`src/rtl/alu_pkg.sv`:
```
// Shared constants and state encodings for the bitmask splitter.
package alu_pkg;
  localparam int WIDTH = 32;
  localparam int IDX_W = 5;

  typedef enum logic [1:0] {
    ST_IDLE  = 2'd0,
    ST_EMIT  = 2'd1,
    ST_EMPTY = 2'd2
  } state_e;
endpackage

```
`src/rtl/bitmask_splitter_if.sv`:
```
// Mask-in / index-out stream bundle. The slave side is the splitter itself.
interface bitmask_splitter_if #(
  parameter int WIDTH = alu_pkg::WIDTH,
  parameter int IDX_W = alu_pkg::IDX_W
);
  logic             in_valid;
  logic             in_ready;
  logic [WIDTH-1:0] in_mask;
  logic             out_valid;
  logic             out_ready;
  logic [IDX_W-1:0] out_index;
  logic             out_last;
  logic             out_empty;
  logic [IDX_W:0]   out_count;

  modport slave (
    input  in_valid, in_mask, out_ready,
    output in_ready, out_valid, out_index, out_last, out_empty, out_count
  );

  modport master (
    output in_valid, in_mask, out_ready,
    input  in_ready, out_valid, out_index, out_last, out_empty, out_count
  );
endinterface

```
`src/rtl/lsb_priority_encoder.sv`:
```
// Combinational lowest-set-bit finder: one-hot "first hit" per bit, then
// each index bit is the OR of the hits whose position has that bit set.
module lsb_priority_encoder #(
  parameter int WIDTH = alu_pkg::WIDTH,
  parameter int IDX_W = alu_pkg::IDX_W
) (
  input  logic [WIDTH-1:0] mask,
  output logic [IDX_W-1:0] index,
  output logic             found
);
  logic [WIDTH-1:0]             hit;
  logic [IDX_W-1:0][WIDTH-1:0]  col;

  for (genvar i = 0; i < WIDTH; i++) begin : g_bit
    if (i == 0) begin : g_lo
      assign hit[i] = mask[i];
    end else begin : g_hi
      assign hit[i] = mask[i] & ~(|mask[i-1:0]);
    end
    for (genvar b = 0; b < IDX_W; b++) begin : g_col
      assign col[b][i] = hit[i] & (((i >> b) & 1) == 1);
    end
  end

  for (genvar b = 0; b < IDX_W; b++) begin : g_idx
    assign index[b] = |col[b];
  end

  assign found = |mask;
endmodule

```
`src/rtl/bitmask_splitter.sv`:
```
// Splits an accepted bit mask into one beat per set bit, lowest index first,
// or a single "empty" beat for an all-zero mask. All outputs are registered.
module bitmask_splitter
  import alu_pkg::*;
#(
  parameter int WIDTH = alu_pkg::WIDTH,
  parameter int IDX_W = alu_pkg::IDX_W
) (
  input  logic          clock,
  input  logic          reset_n,
  bitmask_splitter_if.slave bus
);
  state_e           state_q, state_d;
  logic [WIDTH-1:0] mask_q, mask_d;
  logic             in_ready_q, in_ready_d;
  logic             out_valid_q, out_valid_d;
  logic [IDX_W-1:0] out_index_q, out_index_d;
  logic             out_last_q, out_last_d;
  logic             out_empty_q, out_empty_d;
  logic [IDX_W:0]   out_count_q, out_count_d;

  logic             accept, beat;
  logic [WIDTH-1:0] cand;
  logic [IDX_W-1:0] cand_idx;
  logic             cand_found, cand_single;

  // One encoder serves both paths: the freshly accepted mask, or the
  // remaining mask with its lowest bit already cleared for the next beat.
  assign accept      = (state_q == ST_IDLE) && in_ready_q && bus.in_valid;
  assign beat        = out_valid_q && bus.out_ready;
  assign cand        = accept ? bus.in_mask
                              : (mask_q & (mask_q - {{(WIDTH-1){1'b0}}, 1'b1}));
  assign cand_single = ((cand & (cand - {{(WIDTH-1){1'b0}}, 1'b1})) == '0);

  lsb_priority_encoder #(.WIDTH(WIDTH), .IDX_W(IDX_W)) u_enc (
    .mask  (cand),
    .index (cand_idx),
    .found (cand_found)
  );

  always_comb begin
    state_d     = state_q;
    mask_d      = mask_q;
    in_ready_d  = in_ready_q;
    out_valid_d = out_valid_q;
    out_index_d = out_index_q;
    out_last_d  = out_last_q;
    out_empty_d = out_empty_q;
    out_count_d = out_count_q;
    case (state_q)
      ST_IDLE: begin
        in_ready_d = 1'b1;
        if (accept) begin
          mask_d      = cand;
          in_ready_d  = 1'b0;
          out_valid_d = 1'b1;
          if (cand_found) begin
            state_d     = ST_EMIT;
            out_index_d = cand_idx;
            out_last_d  = cand_single;
            out_empty_d = 1'b0;
            out_count_d = {{IDX_W{1'b0}}, 1'b1};
          end else begin
            state_d     = ST_EMPTY;
            out_index_d = '0;
            out_last_d  = 1'b1;
            out_empty_d = 1'b1;
            out_count_d = '0;
          end
        end
      end
      ST_EMIT: begin
        if (beat) begin
          if (out_last_q) begin
            state_d     = ST_IDLE;
            mask_d      = '0;
            in_ready_d  = 1'b1;
            out_valid_d = 1'b0;
            out_index_d = '0;
            out_last_d  = 1'b0;
            out_count_d = '0;
          end else begin
            mask_d      = cand;
            out_index_d = cand_idx;
            out_last_d  = cand_single;
            out_count_d = out_count_q + {{IDX_W{1'b0}}, 1'b1};
          end
        end
      end
      ST_EMPTY: begin
        if (beat) begin
          state_d     = ST_IDLE;
          in_ready_d  = 1'b1;
          out_valid_d = 1'b0;
          out_last_d  = 1'b0;
          out_empty_d = 1'b0;
        end
      end
      default: begin
        state_d    = ST_IDLE;
        mask_d     = '0;
        in_ready_d = 1'b0;
        out_valid_d = 1'b0;
      end
    endcase
  end

  always_ff @(posedge clock or negedge reset_n) begin
    if (!reset_n) begin
      state_q     <= ST_IDLE;
      mask_q      <= '0;
      in_ready_q  <= 1'b0;
      out_valid_q <= 1'b0;
      out_index_q <= '0;
      out_last_q  <= 1'b0;
      out_empty_q <= 1'b0;
      out_count_q <= '0;
    end else begin
      state_q     <= state_d;
      mask_q      <= mask_d;
      in_ready_q  <= in_ready_d;
      out_valid_q <= out_valid_d;
      out_index_q <= out_index_d;
      out_last_q  <= out_last_d;
      out_empty_q <= out_empty_d;
      out_count_q <= out_count_d;
    end
  end

  assign bus.in_ready  = in_ready_q;
  assign bus.out_valid = out_valid_q;
  assign bus.out_index = out_index_q;
  assign bus.out_last  = out_last_q;
  assign bus.out_empty = out_empty_q;
  assign bus.out_count = out_count_q;
endmodule

```
`src/flat_wrapper.sv`:
```
// flat-port wrapper written by rule: the top's interface ports become plain ports
module bitmask_splitter_flat import alu_pkg::*;
#(
  parameter int WIDTH = alu_pkg::WIDTH,
  parameter int IDX_W = alu_pkg::IDX_W
)
  (clock, reset_n, bus_in_valid, bus_in_mask, bus_out_ready, bus_in_ready, bus_out_valid, bus_out_index, bus_out_last, bus_out_empty, bus_out_count);
  bitmask_splitter_if #(.WIDTH(WIDTH), .IDX_W(IDX_W)) bus_i ();
  input  logic clock;
  input  logic reset_n;
  input wire logic [$bits(bus_i.in_valid)-1:0] bus_in_valid;
  input wire logic [$bits(bus_i.in_mask)-1:0] bus_in_mask;
  input wire logic [$bits(bus_i.out_ready)-1:0] bus_out_ready;
  output wire logic [$bits(bus_i.in_ready)-1:0] bus_in_ready;
  output wire logic [$bits(bus_i.out_valid)-1:0] bus_out_valid;
  output wire logic [$bits(bus_i.out_index)-1:0] bus_out_index;
  output wire logic [$bits(bus_i.out_last)-1:0] bus_out_last;
  output wire logic [$bits(bus_i.out_empty)-1:0] bus_out_empty;
  output wire logic [$bits(bus_i.out_count)-1:0] bus_out_count;
  assign bus_i.in_valid = bus_in_valid;
  assign bus_i.in_mask = bus_in_mask;
  assign bus_i.out_ready = bus_out_ready;
  assign bus_in_ready = bus_i.in_ready;
  assign bus_out_valid = bus_i.out_valid;
  assign bus_out_index = bus_i.out_index;
  assign bus_out_last = bus_i.out_last;
  assign bus_out_empty = bus_i.out_empty;
  assign bus_out_count = bus_i.out_count;
  bitmask_splitter #(.WIDTH(WIDTH), .IDX_W(IDX_W)) u_core (.clock(clock), .reset_n(reset_n), .bus(bus_i));
endmodule
```
`config.mk`:
```
export PLATFORM = sky130hd
export DESIGN_NAME = bitmask_splitter_flat
export DESIGN_NICKNAME = d
export VERILOG_FILES = /design/src/rtl/alu_pkg.sv /design/src/rtl/bitmask_splitter_if.sv /design/src/rtl/lsb_priority_encoder.sv /design/src/rtl/bitmask_splitter.sv /design/src/flat_wrapper.sv
export SDC_FILE = /design/constraint.sdc
export NUM_CORES = 1
export LEC_CHECK = 0
export ABC_AREA = 1
export ABC_CLOCK_PERIOD_IN_PS = 2500
export BUFFER_PORTS_ARGS = -buffer_cell sky130_fd_sc_hd__buf_2
export CORE_MARGIN = 8
export CORE_UTILIZATION = 55
export CTS_BUF_LIST = sky130_fd_sc_hd__clkbuf_8
export DETAILED_ROUTE_END_ITERATION = 8
export PLACE_DENSITY_LB_ADDON = 0.15
export SYNTH_ARGS = -nofsm -noshare
export SYNTH_HDL_FRONTEND = slang
export SYNTH_SLANG_ARGS = --single-unit
```
`constraint.sdc`:
```
create_clock -name clock -period 2.5 [get_ports clock]
set_input_delay 0.125 -clock clock [delete_from_list [all_inputs] [get_ports clock]]
set_output_delay 0.125 -clock clock [all_outputs]
set_load 0.03 [all_outputs]
```
==> flow_summary.toml, run 1 <==
[outcome]
status = "finished with violations"
violations = "negative setup slack"

[yosys]
synth_top_family_by_area = "simple AND/OR/NAND/NOR gates"
synthMuxAreaShare_pct = 0
syn_area_sq_um = 4250
synth-adder-area-share_pct = 1.47
netlist_instances = 721
synth_compound_area_share_pct = 14.3
synth.area.top_cells = "dfrtp_1 29%, nand2_1 19%, nor2_1 11%"
yosys.area.top_type = "dfrtp_1"
synth_seq_area_share_pct = 28.8
ys_warn_count = 0
synth_simple_gate_area_share_pct = 44.0
synth.lib_cells_used.distinct = 32
netlist.area_leader.share_pct = 28.8
syn_avg_cell_area_sq_um = 5.90
ys_seq_elements = 49
synthXorXnorAreaFrac_pct = 0
syn_nets = 762

[setup_path]
timing.rr.end = "u_core.bus.out_index[2]"
crit_path_cell_trace = "inv_2, ha_4, nand3_4, buf_12, buf_12, nand2_4, nor2_4, nor2_4, nand2_2, nor2_4, nand3_4, nor2_4, buf_4, nand3_2, nand4_1, nor2_2, nand3_2, nand2_1, nand2_1"
path_common_cell = "nor2_4"
cp_max_fo = 7
cp.required_ns = 2.76
rr_worst_depth = 19
cp-start-kind = "register"
critical_path.max_stage_delay_ns = 0.40
critPathBufInv = 4
endpoint = "u_core.bus.out_index[2]"
startpoint = "u_core.state_q[0]"
cp_top_family = "simple AND/OR/NAND/NOR gates"
reg2reg_slack_ns = -0.26
timing.rr.start = "u_core.state_q[0]"
crit_type = "register to register"
cp.depth = 19
crit_slowest_cell = "dfrtp_1"
endpoint_kind = "register"
arrival_ns = 3.02

[layout]
final_common_cell = "nand2_1"
fill_cells = 585
n_antenna_cell = 0
layout-drive-gt1-share_pct = 34.4
fin_nets = 907
syn_to_final_growth_pct = 40.6
layout_common_cells = "188 x nand2_1, 94 x inv_1, 88 x buf_4, 86 x nor2_1, 74 x o21ai_0"

[global_routing]
grt.busiest_layer = "met2"
grtUsageTotal_pct = 28.5
first_global_vias = 5413
grt_pass1_wl_mm = 25.7
grtUsageMet2_pct = 49.5
use_met3_pct = 4.34
grt_start_max_net_pins = 32
use_met1_pct = 33.7
grt_overflow = 0
grt_antenna_before_repair = 0

[floorplanning]
start_util_pct = 55.9
ioPinCount = 51
core_sq_um = 7610
die_area_sq_um = 10800
die_height_um = 104
die_w_um = 104
row_count = 32

[run]
max_cap_violations = 0

[drt]
drc = 0
drtAntennaViolNets = 0
drt_iter0_markers = 453
wl_per_cell_um = 17.4
vias_per_cell = 5.72
vias = 5544
firstDrtPassIters = 6
drt-total-wl_mm = 16.8

[timing]
hold_viol = 0
rsz0062_at_grt = "true"
fmax_mhz = 363
period_share_pct = 110
timing.final.ws_setup_ns = -0.256
tightest_slew_ns = 0.599
maxSlewViolCount = 0
timing.final.crit_period_ns = 2.76
final-setup-viol-count = 10
whs_ns = 0.241
maxSlewHeadroom_pct = 60.1
fin_skew_ns = 0.00712

[place]
routabilityCongestion = 0.978
dp.final_hpwl_mm = 10.9
numPortBuffers = 50

[cts]
cts_root_buffer = "clkbuf_8"
cts_tree = "done"
clk-insertion-delay-late_ns = 0.31
clock_path_buffers = 2
cts_buffers = 5
path_clk_slew_ns = 0.10
cts.sinks = 49
h-tree-depth = 2

[hold_path]
min_path_type = "primary input to register"
## state kept, by name, indices dropped and copies added, names as in the netlist
name,cells
u_core.mask_q,32
u_core.bus.out_last,1
u_core.bus.out_valid,1
u_core.bus.out_empty,1
u_core.bus.out_count,6
u_core.state_q,2
u_core.bus.in_ready,1
u_core.bus.out_index,5
## cell families (layout without fill, tap and decap cells)
kind of cell               after synthesis  in the layout
DFF                                     49             49
buffers and inverters                  122            265
adders and majority gates                5              5
AOI/OAI and AO/OA                      110            110
and+or+nand+nor                        435            438
## worst reg2reg max path, delay by kind of cell, from the launching register on
| kind | cells | cell delay, ns |
|---|---|---|
| and+or+nand+nor | 14 | 1.56 |
| buffers and inverters | 4 | 0.57 |
| DFF | 1 | 0.40 |
| adders and majority gates | 1 | 0.17 |
## metal layers
| layer | wire, um | share of wire [%] |
|---|---|---|
| met1 | 6580 | 39 |
| met2 | 7890 | 47 |
| met3 | 1310 | 7.8 |
| met4 | 1050 | 6.2 |
| met5 | 0 | 0 |
## cells in the mapped netlist, drive strengths merged
| master | count |
|---|---|
| nor2 | 136 |
| o22ai | 6 |
| o21bai | 1 |
| clkbuf | 9 |
| nand2 | 224 |
| o31ai | 2 |
| buf | 7 |
| nand3 | 53 |
| a21boi | 2 |
| o2111ai | 1 |
| o21ai | 80 |
| inv | 105 |
| a22oi | 1 |
| nor3 | 4 |
| clkinv | 1 |
| a211oi | 2 |
| dfrtp | 49 |
| ha | 5 |
| and3 | 2 |
| nand4 | 10 |
| nor3b | 2 |
| nand3b | 4 |
| a21oi | 15 |
## metrics by stage
| step | setup WS (ns) | instance area (sq um) | utilization [%] | TNS, ns | cells |
|---|---|---|---|---|---|
| global route | -0.373 | 5980 | 78.6 | -3.43 | 969 |
| floorplan | 0.0835 | 4250 | - | 0 | 721 |
| global placement | -0.118 | 5070 | 66.6 | -0.920 | 925 |
| detailed placement | -0.184 | 5070 | 66.6 | -3.21 | 925 |
| finish | -0.256 | 5980 | 78.6 | -1.44 | 969 |
| CTS | -0.0895 | 5680 | 74.6 | -0.198 | 959 |
## cell type report
type	instances	area [sq um]	area share [%]
clock buffer	5	68.8	1.15
clock inverter	3	43.8	0.732
inverter	106	400	6.70
multi-input combinational	553	3000	50.2
sequential	49	1230	20.6
tap	102	128	2.13
timing repair buffer	151	1110	18.5
## what timing repair did
action / 4_1_cts / 5_1_grt
gates resized for setup: 78 / 74
cloned: 5 / 2
endpoints found under the setup margin: 41 / 45
hold buffers: 1 / 0
pin swaps: 25 / 42
buffers inserted: 20 / 8
endpoints found under the hold margin: 21 / 0
## worst min path at each step
stage,startpoint,endpoint,depth (start not counted)
finish,bus_in_mask[31],u_core.mask_q[31],3
global placement,reset_n,u_core.mask_q[11],1
floorplan,reset_n,u_core.bus.in_ready,0
global route,bus_in_mask[31],u_core.mask_q[31],3
detailed placement,reset_n,u_core.mask_q[11],1
CTS,bus_in_mask[31],u_core.mask_q[31],3
Power of run 1 is not shown: default switching activity piles up to over one toggle a cycle in this logic, so the estimate is an artifact.
==> inputs of run 2 (changes only) <==
--- a/config.mk
+++ b/config.mk
@@ -6,13 +6,14 @@
 export NUM_CORES = 1
 export LEC_CHECK = 0
 export ABC_AREA = 1
-export ABC_CLOCK_PERIOD_IN_PS = 2500
+export ABC_CLOCK_PERIOD_IN_PS = 3200
 export BUFFER_PORTS_ARGS = -buffer_cell sky130_fd_sc_hd__buf_2
 export CORE_MARGIN = 8
 export CORE_UTILIZATION = 55
 export CTS_BUF_LIST = sky130_fd_sc_hd__clkbuf_8
 export DETAILED_ROUTE_END_ITERATION = 8
 export PLACE_DENSITY_LB_ADDON = 0.15
+export REMOVE_ABC_BUFFERS = 1
 export SYNTH_ARGS = -nofsm -noshare
 export SYNTH_HDL_FRONTEND = slang
 export SYNTH_SLANG_ARGS = --single-unit
==> constraint.sdc (replaced) <==
create_clock -name clock -period 3.2 [get_ports clock]
set_input_delay 0.16 -clock clock [delete_from_list [all_inputs] [get_ports clock]]
set_output_delay 0.16 -clock clock [all_outputs]
set_load 0.03 [all_outputs]
==> run 2 against run 1 <==
  * The run now ends clean
  * Final cell count decreased by 9.2%
  * Sequential share of layout area grew 4.8 points
  * Critical path depth increased by 1
  * Maximum frequency down 6.9%
  * Utilization fell by 15 points
  * Sequential cell count is the same
  * Critical path type unchanged
  * Critical endpoint is now u_core.bus.out_last
==> flow_summary.toml, run 2 (synthesis gave the netlist of run 1 again) <==
[outcome]
status = "finished clean"

[floorplanning]
ioPinCount = 51
row_count = 32
die_height_um = 104
core_sq_um = 7610
die_area_sq_um = 10800
die_w_um = 104
start_util_pct = 55.9

[drt]
drc = 0
wl_per_cell_um = 15.6
drt_iter0_markers = 357
vias = 4808
vias_per_cell = 5.46
drt-total-wl_mm = 13.7
firstDrtPassIters = 5
drtAntennaViolNets = 0

[run]
max_cap_violations = 0

[place]
pre_cts_ws_ns = 0.0440
routabilityCongestion = 0.960
dp.final_hpwl_mm = 10.4
numPortBuffers = 50
placed_cell_area_sq_um = 4620

[layout]
regMostFlops = "u_core.mask_q"
final_common_cell = "nand2_1"
n_antenna_cell = 0
fin_nets = 818
layout-drive-gt1-share_pct = 13.5
fill_cells = 722
final_area_sq_um = 4830
layout_common_cells = "220 x nand2_1, 120 x nor2_1, 102 x inv_1, 79 x o21ai_0, 51 x nand3_1"
ff_latch_area_sq_um = 1230
syn_to_final_growth_pct = 13.6
largest_reg_flops = 32
multi_input_area_sq_um = 2600

[timing]
final-setup-viol-count = 0
timing.final.crit_period_ns = 2.96
maxSlewViolCount = 0
fmax_mhz = 338
fin_skew_ns = 0.0127
hold_viol = 0
maxSlewHeadroom_pct = 21.8
timing.final.ws_setup_ns = 0.239
period_share_pct = 92.5
tightest_slew_ns = 1.17

[cts]
postCtsHoldBufs = 0
clock_path_buffers = 2
cts_tree = "done"
clk-insertion-delay-late_ns = 0.32
cts.sinks = 49
cts_root_buffer = "clkbuf_8"
h-tree-depth = 2
cts_buffers = 5
path_clk_slew_ns = 0.11

[hold_path]
min_path_type = "primary input to async pin"

[setup_path]
arrival_ns = 3.22
cp.required_ns = 3.46
cp-start-kind = "register"
cp_max_fo = 21
crit_type = "register to register"
endpoint_kind = "register"

[global_routing]
grt_overflow = 0
first_global_vias = 4789
grtUsageTotal_pct = 25.3
grt_start_max_net_pins = 50
grt_antenna_before_repair = 0
grt_pass1_wl_mm = 22.8
==> run 2: routing by layer <==
| layer | global-route usage [%] | vias up | wire length, um |
|---|---|---|---|
| li1 | - | 2394 | - |
| met1 | 32.3 | 2151 | 5930 |
| met2 | 41.2 | 219 | 6210 |
| met3 | 4.21 | 44 | 1120 |
| met4 | 10.7 | 0 | 437 |
| met5 | 0 | - | 0 |
==> run 2: metrics by stage <==
step	util [%]	hold WS (ns)	setup TNS (ns)	instances
4_1_cts	62.0	0.105	0	873
5_1_grt	63.5	0.158	-0.0193	880
3_5_place_dp	60.7	0.456	0	865
2_1_floorplan	-	-0.136	0	705
6_report	63.5	0.0747	0	880
3_3_place_gp	60.7	0.438	0	865
==> run 2: timing repair <==
item | in CTS | in global routing
pin swaps | 1 | 3
endpoints found under the setup margin | 1 | 13
gates cloned | 0 | 2
hold endpoints to repair | 0 | 0
setup buffers | 0 | 5
resized for setup | 0 | 9
==> run 2: final cells by class <==
class,count,area share (%)
clock buffers,5,1.42
clock inverters,3,0.596
inverters,106,8.23
multi-input cells,552,53.8
flip-flops and latches,49,25.4
well taps,102,2.64
repair buffers,63,7.98
==> run 2: final timing paths <==
check                                          endpoint  slack, ns               startpoint  cells past startpoint
worst max-delay path                u_core.bus.out_last       0.24        u_core.state_q[0]                     20
min in group clock                     u_core.mask_q[0]       0.25           bus_in_mask[0]                      3
max in group asynchronous       u_core.bus.out_count[2]       2.42                  reset_n                      1
worst min register to register  u_core.bus.out_index[3]       0.50  u_core.bus.out_index[3]                      2
worst min-delay path                   u_core.mask_q[8]       0.07                  reset_n                      1
worst max register to register      u_core.bus.out_last       0.24        u_core.state_q[0]                     20
==> run 2: worst max-delay path, cell delays in order, from the launching register on <==
cell     delay (ns)
dfrtp_1        0.41
inv_1          0.15
ha_4           0.23
nand3_4        0.17
buf_12         0.21
nand2_1        0.06
nor2_1         0.05
nor2_2         0.16
nand2_2        0.10
nor2_4         0.16
nand3_4        0.15
nor2_8         0.22
buf_12         0.13
nand3_1        0.09
nand2_1        0.07
nand2_1        0.05
nor2_1         0.09
nand2_1        0.07
nor2_1         0.16
nand3_1        0.10
nand2_1        0.07
Power of run 2 is left out for the same reason.
